## src/rtl/mmc_boot_ps_shifter_if.sv

```systemverilog
// Byte-stream handshake between the MMC block-read datapath (master) and
// the Passive Serial shifter (slave). A byte transfers on a cycle where
// byte_valid and byte_ready are both high; byte_last marks the final byte.
//
// Signals:
//   byte_data   master->slave  bitstream byte
//   byte_valid  master->slave  byte_data is valid
//   byte_last   master->slave  byte_data is the final bitstream byte
//   byte_ready  slave->master  slave can accept a byte this cycle
interface mmc_boot_ps_shifter_if;
    logic [7:0] byte_data;
    logic       byte_valid;
    logic       byte_last;
    logic       byte_ready;

    modport master (
        output byte_data,
        output byte_valid,
        output byte_last,
        input  byte_ready
    );

    modport slave (
        input  byte_data,
        input  byte_valid,
        input  byte_last,
        output byte_ready
    );
endinterface

```

## src/rtl/mmc_boot_ps_shifter.sv

```systemverilog
// Passive Serial configuration driver for a Xilinx FPGA, fed by the MMC
// boot byte stream. Pulses PROG_B, waits for the INIT_B low/high handshake,
// shifts each byte MSB first on DIN against a divided CCLK, then keeps CCLK
// running until DONE rises plus a few extra cycles.
//
// Build option: define MMC_BOOT_PS_BYTECNT_EN to build the shifted-byte
// counter; without it o_byte_count is tied to zero.
//
// Ports:
//   sys_clk        in   system clock
//   rst_n          in   asynchronous reset, active low
//   i_start        in   one-cycle pulse, starts configuration when not busy
//   byte_if        slave modport of mmc_boot_ps_shifter_if (byte stream)
//   o_cclk         out  configuration clock (registered)
//   o_din          out  configuration data (registered)
//   o_prog_b       out  FPGA PROG_B, active low
//   i_init_b       in   FPGA INIT_B (asynchronous, 2-flop synchronised)
//   i_done         in   FPGA DONE (asynchronous, 2-flop synchronised)
//   o_busy         out  configuration in progress
//   o_cfg_done     out  configuration complete, held until next start
//   o_cfg_error    out  configuration failed, held until next start
//   o_byte_count   out  bytes fully shifted out (saturating)
//
// state      | meaning
// -----------+----------------------------------------------------------
// IDLE       | after reset, waiting for start
// PROG       | PROG_B held low for PROG_CYCLES
// WAIT_INIT  | waiting for synced INIT_B to go low, then high
// SHIFT      | shifting bytes out MSB first; INIT_B low aborts (CRC)
// WAIT_DONE  | free-running CCLK with DIN=1 until DONE or timeout
// EXTRA      | DONE_EXTRA more CCLK rising edges
// FINISH     | configuration complete
// ERROR      | INIT_B fell during SHIFT, or DONE timed out
module mmc_boot_ps_shifter #(
    parameter int DIV          = 16,
    parameter int PROG_CYCLES  = 64,
    parameter int DONE_EXTRA   = 8,
    parameter int DONE_TIMEOUT = 1024
) (
    input  logic                        sys_clk,
    input  logic                        rst_n,
    input  logic                        i_start,
    mmc_boot_ps_shifter_if.slave        byte_if,
    output logic                        o_cclk,
    output logic                        o_din,
    output logic                        o_prog_b,
    input  logic                        i_init_b,
    input  logic                        i_done,
    output logic                        o_busy,
    output logic                        o_cfg_done,
    output logic                        o_cfg_error,
    output logic [23:0]                 o_byte_count
);

    localparam int PW    = (DIV > 2) ? $clog2(DIV) : 1;
    localparam int TMAX0 = (PROG_CYCLES > DONE_TIMEOUT) ? PROG_CYCLES : DONE_TIMEOUT;
    localparam int TMAX  = (TMAX0 > DONE_EXTRA) ? TMAX0 : DONE_EXTRA;
    localparam int TW    = $clog2(TMAX + 1);

    typedef enum logic [2:0] {
        ST_IDLE,
        ST_PROG,
        ST_WAIT_INIT,
        ST_SHIFT,
        ST_WAIT_DONE,
        ST_EXTRA,
        ST_FINISH,
        ST_ERROR
    } state_t;

    state_t          r_state;
    logic [TW-1:0]   r_timer;
    logic [PW-1:0]   r_phase;
    logic [2:0]      r_bit;
    logic [7:0]      r_shift;
    logic            r_sh_last;
    logic            r_active;
    logic [7:0]      r_hold_data;
    logic            r_hold_last;
    logic            r_hold_full;
    logic            r_init_seen;
    logic            r_cclk;
    logic            r_din;
    logic            r_prog_b;
    logic            r_cfg_done;
    logic            r_cfg_error;
    logic            r_init_s1, r_init_s2;
    logic            r_done_s1, r_done_s2;

    logic            w_busy;
    logic            w_start_go;
    logic            w_phase_end;
    logic [PW-1:0]   w_phase_nxt;
    logic            w_cclk_nxt;
    logic            w_rise_nxt;
    logic            w_ready;

    always_ff @(posedge sys_clk or negedge rst_n) begin
        if (!rst_n) begin
            r_init_s1 <= 1'b1;
            r_init_s2 <= 1'b1;
            r_done_s1 <= 1'b0;
            r_done_s2 <= 1'b0;
        end else begin
            r_init_s1 <= i_init_b;
            r_init_s2 <= r_init_s1;
            r_done_s1 <= i_done;
            r_done_s2 <= r_done_s1;
        end
    end

    assign w_busy      = !((r_state == ST_IDLE) || (r_state == ST_FINISH) || (r_state == ST_ERROR));
    assign w_start_go  = i_start && !w_busy;
    assign w_phase_end = (r_phase == PW'(DIV - 1));
    assign w_phase_nxt = w_phase_end ? '0 : (r_phase + PW'(1));
    assign w_cclk_nxt  = (w_phase_nxt >= PW'(DIV / 2));
    assign w_rise_nxt  = (w_phase_nxt == PW'(DIV / 2));
    assign w_ready     = (r_state == ST_SHIFT) && !r_hold_full;

    always_ff @(posedge sys_clk or negedge rst_n) begin
        if (!rst_n) begin
            r_state     <= ST_IDLE;
            r_timer     <= '0;
            r_phase     <= '0;
            r_bit       <= '0;
            r_shift     <= '0;
            r_sh_last   <= 1'b0;
            r_active    <= 1'b0;
            r_hold_data <= '0;
            r_hold_last <= 1'b0;
            r_hold_full <= 1'b0;
            r_init_seen <= 1'b0;
            r_cclk      <= 1'b0;
            r_din       <= 1'b1;
            r_prog_b    <= 1'b1;
            r_cfg_done  <= 1'b0;
            r_cfg_error <= 1'b0;
        end else begin
            case (r_state)
                ST_IDLE, ST_FINISH, ST_ERROR: begin
                    if (w_start_go) begin
                        r_state     <= ST_PROG;
                        r_timer     <= TW'(PROG_CYCLES - 1);
                        r_prog_b    <= 1'b0;
                        r_cfg_done  <= 1'b0;
                        r_cfg_error <= 1'b0;
                        r_hold_full <= 1'b0;
                        r_init_seen <= 1'b0;
                        r_active    <= 1'b0;
                        r_phase     <= '0;
                        r_cclk      <= 1'b0;
                        r_din       <= 1'b1;
                    end
                end

                ST_PROG: begin
                    if (r_timer == '0) begin
                        r_prog_b <= 1'b1;
                        r_state  <= ST_WAIT_INIT;
                    end else begin
                        r_timer <= r_timer - TW'(1);
                    end
                end

                ST_WAIT_INIT: begin
                    if (!r_init_s2) begin
                        r_init_seen <= 1'b1;
                    end else if (r_init_seen) begin
                        r_state <= ST_SHIFT;
                    end
                end

                ST_SHIFT: begin
                    // INIT_B low here is a CRC error and wins over any byte boundary.
                    if (!r_init_s2) begin
                        r_state     <= ST_ERROR;
                        r_cfg_error <= 1'b1;
                        r_cclk      <= 1'b0;
                        r_din       <= 1'b1;
                        r_active    <= 1'b0;
                        r_phase     <= '0;
                        r_hold_full <= 1'b0;
                    end else begin
                        if (w_ready && byte_if.byte_valid) begin
                            r_hold_data <= byte_if.byte_data;
                            r_hold_last <= byte_if.byte_last;
                            r_hold_full <= 1'b1;
                        end
                        if (!r_active || w_phase_end) begin
                            if (r_active && (r_bit != 3'd0)) begin
                                r_bit   <= r_bit - 3'd1;
                                r_phase <= '0;
                                r_cclk  <= 1'b0;
                                r_din   <= r_shift[r_bit - 3'd1];
                            end else if (r_active && r_sh_last) begin
                                r_state  <= ST_WAIT_DONE;
                                r_timer  <= TW'(DONE_TIMEOUT - 1);
                                r_active <= 1'b0;
                                r_phase  <= '0;
                                r_cclk   <= 1'b0;
                                r_din    <= 1'b1;
                            end else if (r_hold_full) begin
                                // Byte boundary: take the held byte and free the register now.
                                r_shift     <= r_hold_data;
                                r_sh_last   <= r_hold_last;
                                r_bit       <= 3'd7;
                                r_active    <= 1'b1;
                                r_phase     <= '0;
                                r_cclk      <= 1'b0;
                                r_din       <= r_hold_data[7];
                                r_hold_full <= 1'b0;
                            end else begin
                                // Underrun: park CCLK low, keep DIN.
                                r_active <= 1'b0;
                                r_phase  <= '0;
                                r_cclk   <= 1'b0;
                            end
                        end else begin
                            r_phase <= w_phase_nxt;
                            r_cclk  <= w_cclk_nxt;
                        end
                    end
                end

                ST_WAIT_DONE: begin
                    r_phase <= w_phase_nxt;
                    r_cclk  <= w_cclk_nxt;
                    r_din   <= 1'b1;
                    if (r_done_s2) begin
                        r_state <= ST_EXTRA;
                        r_timer <= TW'(DONE_EXTRA);
                    end else if (w_phase_end) begin
                        if (r_timer == '0) begin
                            r_state     <= ST_ERROR;
                            r_cfg_error <= 1'b1;
                            r_phase     <= '0;
                            r_cclk      <= 1'b0;
                        end else begin
                            r_timer <= r_timer - TW'(1);
                        end
                    end
                end

                ST_EXTRA: begin
                    // Timer counts rising edges still owed; finish at the end of
                    // the high half of the last one so no runt pulse is left.
                    r_phase <= w_phase_nxt;
                    r_cclk  <= w_cclk_nxt;
                    r_din   <= 1'b1;
                    if (w_rise_nxt && (r_timer != '0)) begin
                        r_timer <= r_timer - TW'(1);
                    end
                    if (w_phase_end && (r_timer == '0)) begin
                        r_state    <= ST_FINISH;
                        r_cfg_done <= 1'b1;
                        r_phase    <= '0;
                        r_cclk     <= 1'b0;
                    end
                end

                default: r_state <= ST_IDLE;
            endcase
        end
    end

`ifdef MMC_BOOT_PS_BYTECNT_EN
    logic [23:0] r_byte_count;
    logic        w_byte_done;

    assign w_byte_done = (r_state == ST_SHIFT) && r_init_s2 && r_active &&
                         w_phase_end && (r_bit == 3'd0);

    always_ff @(posedge sys_clk or negedge rst_n) begin
        if (!rst_n) begin
            r_byte_count <= '0;
        end else if (w_start_go) begin
            r_byte_count <= '0;
        end else if (w_byte_done && (r_byte_count != 24'hFFFFFF)) begin
            r_byte_count <= r_byte_count + 24'd1;
        end
    end

    assign o_byte_count = r_byte_count;
`else
    assign o_byte_count = '0;
`endif

    assign byte_if.byte_ready = w_ready;
    assign o_cclk             = r_cclk;
    assign o_din              = r_din;
    assign o_prog_b           = r_prog_b;
    assign o_busy             = w_busy;
    assign o_cfg_done         = r_cfg_done;
    assign o_cfg_error        = r_cfg_error;

endmodule

```

## src/flat_wrapper.sv

```systemverilog
// flat-port wrapper written by rule: the top's interface ports become plain ports
module mmc_boot_ps_shifter_flat 
#(
    parameter int DIV          = 16,
    parameter int PROG_CYCLES  = 64,
    parameter int DONE_EXTRA   = 8,
    parameter int DONE_TIMEOUT = 1024
)
  (sys_clk, rst_n, i_start, o_cclk, o_din, o_prog_b, i_init_b, i_done, o_busy, o_cfg_done, o_cfg_error, o_byte_count, byte_if_byte_data, byte_if_byte_valid, byte_if_byte_last, byte_if_byte_ready);
  mmc_boot_ps_shifter_if byte_if_i ();
  input  logic sys_clk;
  input  logic rst_n;
  input  logic i_start;
  output logic o_cclk;
  output logic o_din;
  output logic o_prog_b;
  input  logic i_init_b;
  input  logic i_done;
  output logic o_busy;
  output logic o_cfg_done;
  output logic o_cfg_error;
  output logic [23:0] o_byte_count;
  input wire logic [$bits(byte_if_i.byte_data)-1:0] byte_if_byte_data;
  input wire logic [$bits(byte_if_i.byte_valid)-1:0] byte_if_byte_valid;
  input wire logic [$bits(byte_if_i.byte_last)-1:0] byte_if_byte_last;
  output wire logic [$bits(byte_if_i.byte_ready)-1:0] byte_if_byte_ready;
  assign byte_if_i.byte_data = byte_if_byte_data;
  assign byte_if_i.byte_valid = byte_if_byte_valid;
  assign byte_if_i.byte_last = byte_if_byte_last;
  assign byte_if_byte_ready = byte_if_i.byte_ready;
  mmc_boot_ps_shifter #(.DIV(DIV), .PROG_CYCLES(PROG_CYCLES), .DONE_EXTRA(DONE_EXTRA), .DONE_TIMEOUT(DONE_TIMEOUT)) u_core (.sys_clk(sys_clk), .rst_n(rst_n), .i_start(i_start), .byte_if(byte_if_i), .o_cclk(o_cclk), .o_din(o_din), .o_prog_b(o_prog_b), .i_init_b(i_init_b), .i_done(i_done), .o_busy(o_busy), .o_cfg_done(o_cfg_done), .o_cfg_error(o_cfg_error), .o_byte_count(o_byte_count));
endmodule
```

## config.mk

```make
export PLATFORM = sky130hd
export DESIGN_NAME = mmc_boot_ps_shifter_flat
export DESIGN_NICKNAME = d
export VERILOG_FILES = /design/src/rtl/mmc_boot_ps_shifter_if.sv /design/src/rtl/mmc_boot_ps_shifter.sv /design/src/flat_wrapper.sv
export SDC_FILE = /design/constraint.sdc
export NUM_CORES = 1
export LEC_CHECK = 0
export ABC_AREA = 1
export CAP_MARGIN = 40
export CORE_ASPECT_RATIO = 2
export CORE_MARGIN = 8
export CORE_UTILIZATION = 40
export CTS_BUF_LIST = sky130_fd_sc_hd__clkbuf_8
export DETAILED_ROUTE_END_ITERATION = 16
export GPL_TIMING_DRIVEN = 0
export RECOVER_POWER = 25
export SYNTH_ARGS = -nofsm -noshare
export SYNTH_HDL_FRONTEND = slang
export SYNTH_SLANG_ARGS = --single-unit
```

## constraint.sdc

```tcl
create_clock -name sys_clk -period 1.7 [get_ports sys_clk]
set_clock_uncertainty 0.05 [all_clocks]
set_input_delay 0.34 -clock sys_clk [delete_from_list [all_inputs] [get_ports sys_clk]]
set_output_delay 0.34 -clock sys_clk [all_outputs]
set_load 0.03 [all_outputs]
```

==> flow_summary_export.csv <==
group,metric,value,unit
layout,finalNetCount,517,
clock_tree,clock_sinks,51,
floorplan,fp.dieH,139,um
timing,min_period_over_period,1.02,
floorplan,die-area,10800,um^2
timing,fin_crit,1.73,ns
layout,syn2layout_area_growth,36.3,%
route,drc,0,
global_route,grt.busiest_layer,"met2",
worst_setup_path,r2r_setup_slack,0.01,ns
power_and_ir_drop,power.density,1640,nW/um^2
synthesis,syn_area,3030,um^2
floorplan,initial_core_util,0.405,
placement,dp_slack,-0.413,ns
route,vias,2762,
global_route,antenna_found_initial,0,
route,drt-initial-drc-count,142,
synthesis,synth_most_common_cell,"nand2_1",
synthesis,synthTopCellsByArea,"dfrtp_1, nand2_1, buf_4, inv_1, nand3_1",
placement,dp_cells,550,
timing,whs,0.312,ns
synthesis,synth-compound-area-share,0.0813,
timing,max_slew_margin,0.618,
clock_tree,cts.clk_slew.worst_paths,0.10,ns
synthesis,synthArstFlopShare,1.00,
layout,drive_gt1_frac,0.299,
outcome,failed_checks,"negative setup slack",
timing,hold_violations,0,
timing,fin_setup_tns,-0.0588,ns
global_route,grtUsageMet1,0.162,
clock_tree,htree_levels,2,
timing,rsz0062_at_grt,"yes",
placement,io_buffers,21,
power_and_ir_drop,finalPower,6.77,mW
worst_setup_path,r2r_start,"u_core.r_state[2]$_DFFE_PN0P_",
synthesis,yosysSeqAreaShare,0.423,
floorplan,io_pins,46,
floorplan,die_w,77.5,um
worst_setup_path,critical_path_class,"register to primary output",
synthesis,avgSynthCellArea,7.37,um^2
placement,gp_congestion,0.851,
layout,stdcell_count,593,
global_route,grt_overflow_total,0,
synthesis,synthCells,411,
synthesis,yosys.area_share.simple,0.310,
timing,setup_ws,-0.0315,ns
timing,finalSetupViolations,2,
synthesis,yosysWarnings,0,
placement,hpwlAfterDp,4.76,mm
layout,antenna_cells,0,
worst_hold_path,hold_path.startpoint,"u_core.r_done_s1$_DFF_PN0_",
synthesis,ys.flop_type,"dfrtp_1",
global_route,grtUsageMet3,0.0325,
clock_tree,clock-root-buffer,"clkbuf_8",
global_route,grt_max_degree,31,
synthesis,synthXorXnorAreaFrac,0.0173,
clock_tree,clock_latency,0.33,ns
worst_setup_path,required,1.31,ns
synthesis,synth_top_family_by_area,"simple AND/OR/NAND/NOR gates",
power_and_ir_drop,peakVddDrop,0.847,mV
synthesis,synth.distinct_cells,30,
timing,slew_violations,0,
synthesis,synth_fa_ha_area_frac,0.0165,
outcome,status,"finished with violations",
synthesis,synth_top_area_share,0.388,
synthesis,synthMuxAreaShare,0.0186,
global_route,grt_pass1_vias,2453,
floorplan,rows,45,
synthesis,ys_seq_elements,51,
route,ant_nets,0,
timing,tightest_slew,0.573,ns
worst_setup_path,crit_path_max_fanout,5,
synthesis,synth_top_area_cell,"dfrtp_1",
worst_setup_path,crit_start,"u_core.r_state[2]$_DFFE_PN0P_",
synthesis,yosys-top-cells-count,"nand2_1, inv_1, dfrtp_1",
worst_setup_path,cp-start-kind,"register",
clock_tree,clk_path_buf_depth,2,
route,viasPerCell,4.66,
clock_tree,cts_buffers,5,
global_route,grtUsageTotal,0.125,
route,wl,7.17,mm
timing,fmax,0.578,GHz
route,avgRoutedWirePerCell,12.1,um
global_route,grt_first_pass_wirelength,11.2,mm
worst_hold_path,hold_path_class,"register to register",
placement,placed_cell_area,3460,um^2
global_route,grt_use_met2,0.192,
floorplan,core,7490,um^2
synthesis,synth_edf_count,0,
power_and_ir_drop,p_leak,2.14,nW
worst_setup_path,endpoint_kind,"primary output",
clock_tree,cts_tree,"yes",
route,dr.pass1.iters,5,
flow_run,maxCapViolations,0,
worst_setup_path,cp.arrival,1.34,ns
layout,utilization,0.552,
layout,fin_area,4130,um^2
cell families (layout without fill, tap and decap cells):
logic type	after synthesis	count (layout)
AND/OR/NAND/NOR	218	218
XOR/XNOR	6	6
flip-flops	51	51
adder cells (fa/ha/maj)	4	4
buffers and inverters	79	144
other	1	24
multiplexers	5	5
AO/OA/AOI/OAI	47	47
power by group:
group	internal, mW	leakage, nW	switching, mW
Combinational	1.59	1.46	2.37
Sequential	1.69	0.625	0.325
Clock	0.316	0.0526	0.469
placed cells by master (no fill, tap or decap), drive strengths merged:
| master | instances |
|---|---|
| nand2 | 134 |
| buf | 64 |
| inv | 54 |
| dfrtp | 47 |
| nor2 | 42 |
| nand3 | 35 |
| o21ai | 28 |
| conb | 24 |
| a21oi | 16 |
| clkdlybuf4s50 | 11 |
| clkbuf | 7 |
| mux2 | 5 |
| dlygate4sd2 | 5 |
| dfstp | 4 |
| ha | 4 |
| xor2 | 3 |
| nand4 | 3 |
| xnor2 | 3 |
| dlygate4sd3 | 3 |
| nor3 | 3 |
| a21o | 1 |
| and2b | 1 |
| a22oi | 1 |
| o31ai | 1 |
path summary, 6_finish.rpt:
path,depth (start not counted),endpoint
max reg2reg,10,u_core.r_state[2]$_DFFE_PN0P_
max in group asynchronous,3,u_core.o_prog_b$_DFFE_PN1P_
min in group asynchronous,2,u_core.r_bit[0]$_DFFE_PN0P_
max,4,byte_if_byte_ready
min reg2reg,0,u_core.r_done_s2$_DFF_PN0_
min,0,u_core.r_done_s2$_DFF_PN0_
critical path, cell delays in order (launching register included):
cell and delay [ns]:
dfrtp_2 0.46, inv_2 0.14, nand3_4 0.13, nor2_4 0.11
buf_4 0.16
state kept, by name (all words and copies together), names as in the netlist, 3 cells and up:
signal	flops
u_core.r_timer	11
u_core.r_hold_data	8
u_core.r_shift	8
u_core.r_phase	4
u_core.r_bit	3
u_core.r_state	3
per-layer routing:
| metal | share of wire | vias to the layer above |
|---|---|---|
| li1 | - | 1424 |
| met4 | 0.017 | 0 |
| met2 | 0.49 | 53 |
| met3 | 0.046 | 9 |
| met5 | 0 | - |
| met1 | 0.44 | 1276 |
cell type report:
class | instances | area, um^2
clock inverters | 3 | 31.3
plain buffers | 28 | 225
clock buffers | 5 | 68.8
flip-flops and latches | 51 | 1280
multi-input cells | 304 | 1690
repair buffers | 57 | 520
fillers | 720 | 3360
well taps | 94 | 118
inverters | 51 | 196
timing repair:
| item | in CTS | in global routing |
|---|---|---|
| hold buffers | 1 | 0 |
| hold endpoints to repair | 20 | 0 |
| gates resized for setup | 63 | 42 |
| setup buffers | 13 | 19 |
| pin swaps | 8 | 16 |
| gates cloned | 1 | 1 |
| endpoints found under the setup margin | 44 | 44 |
Power figures use the tool's default switching activity.
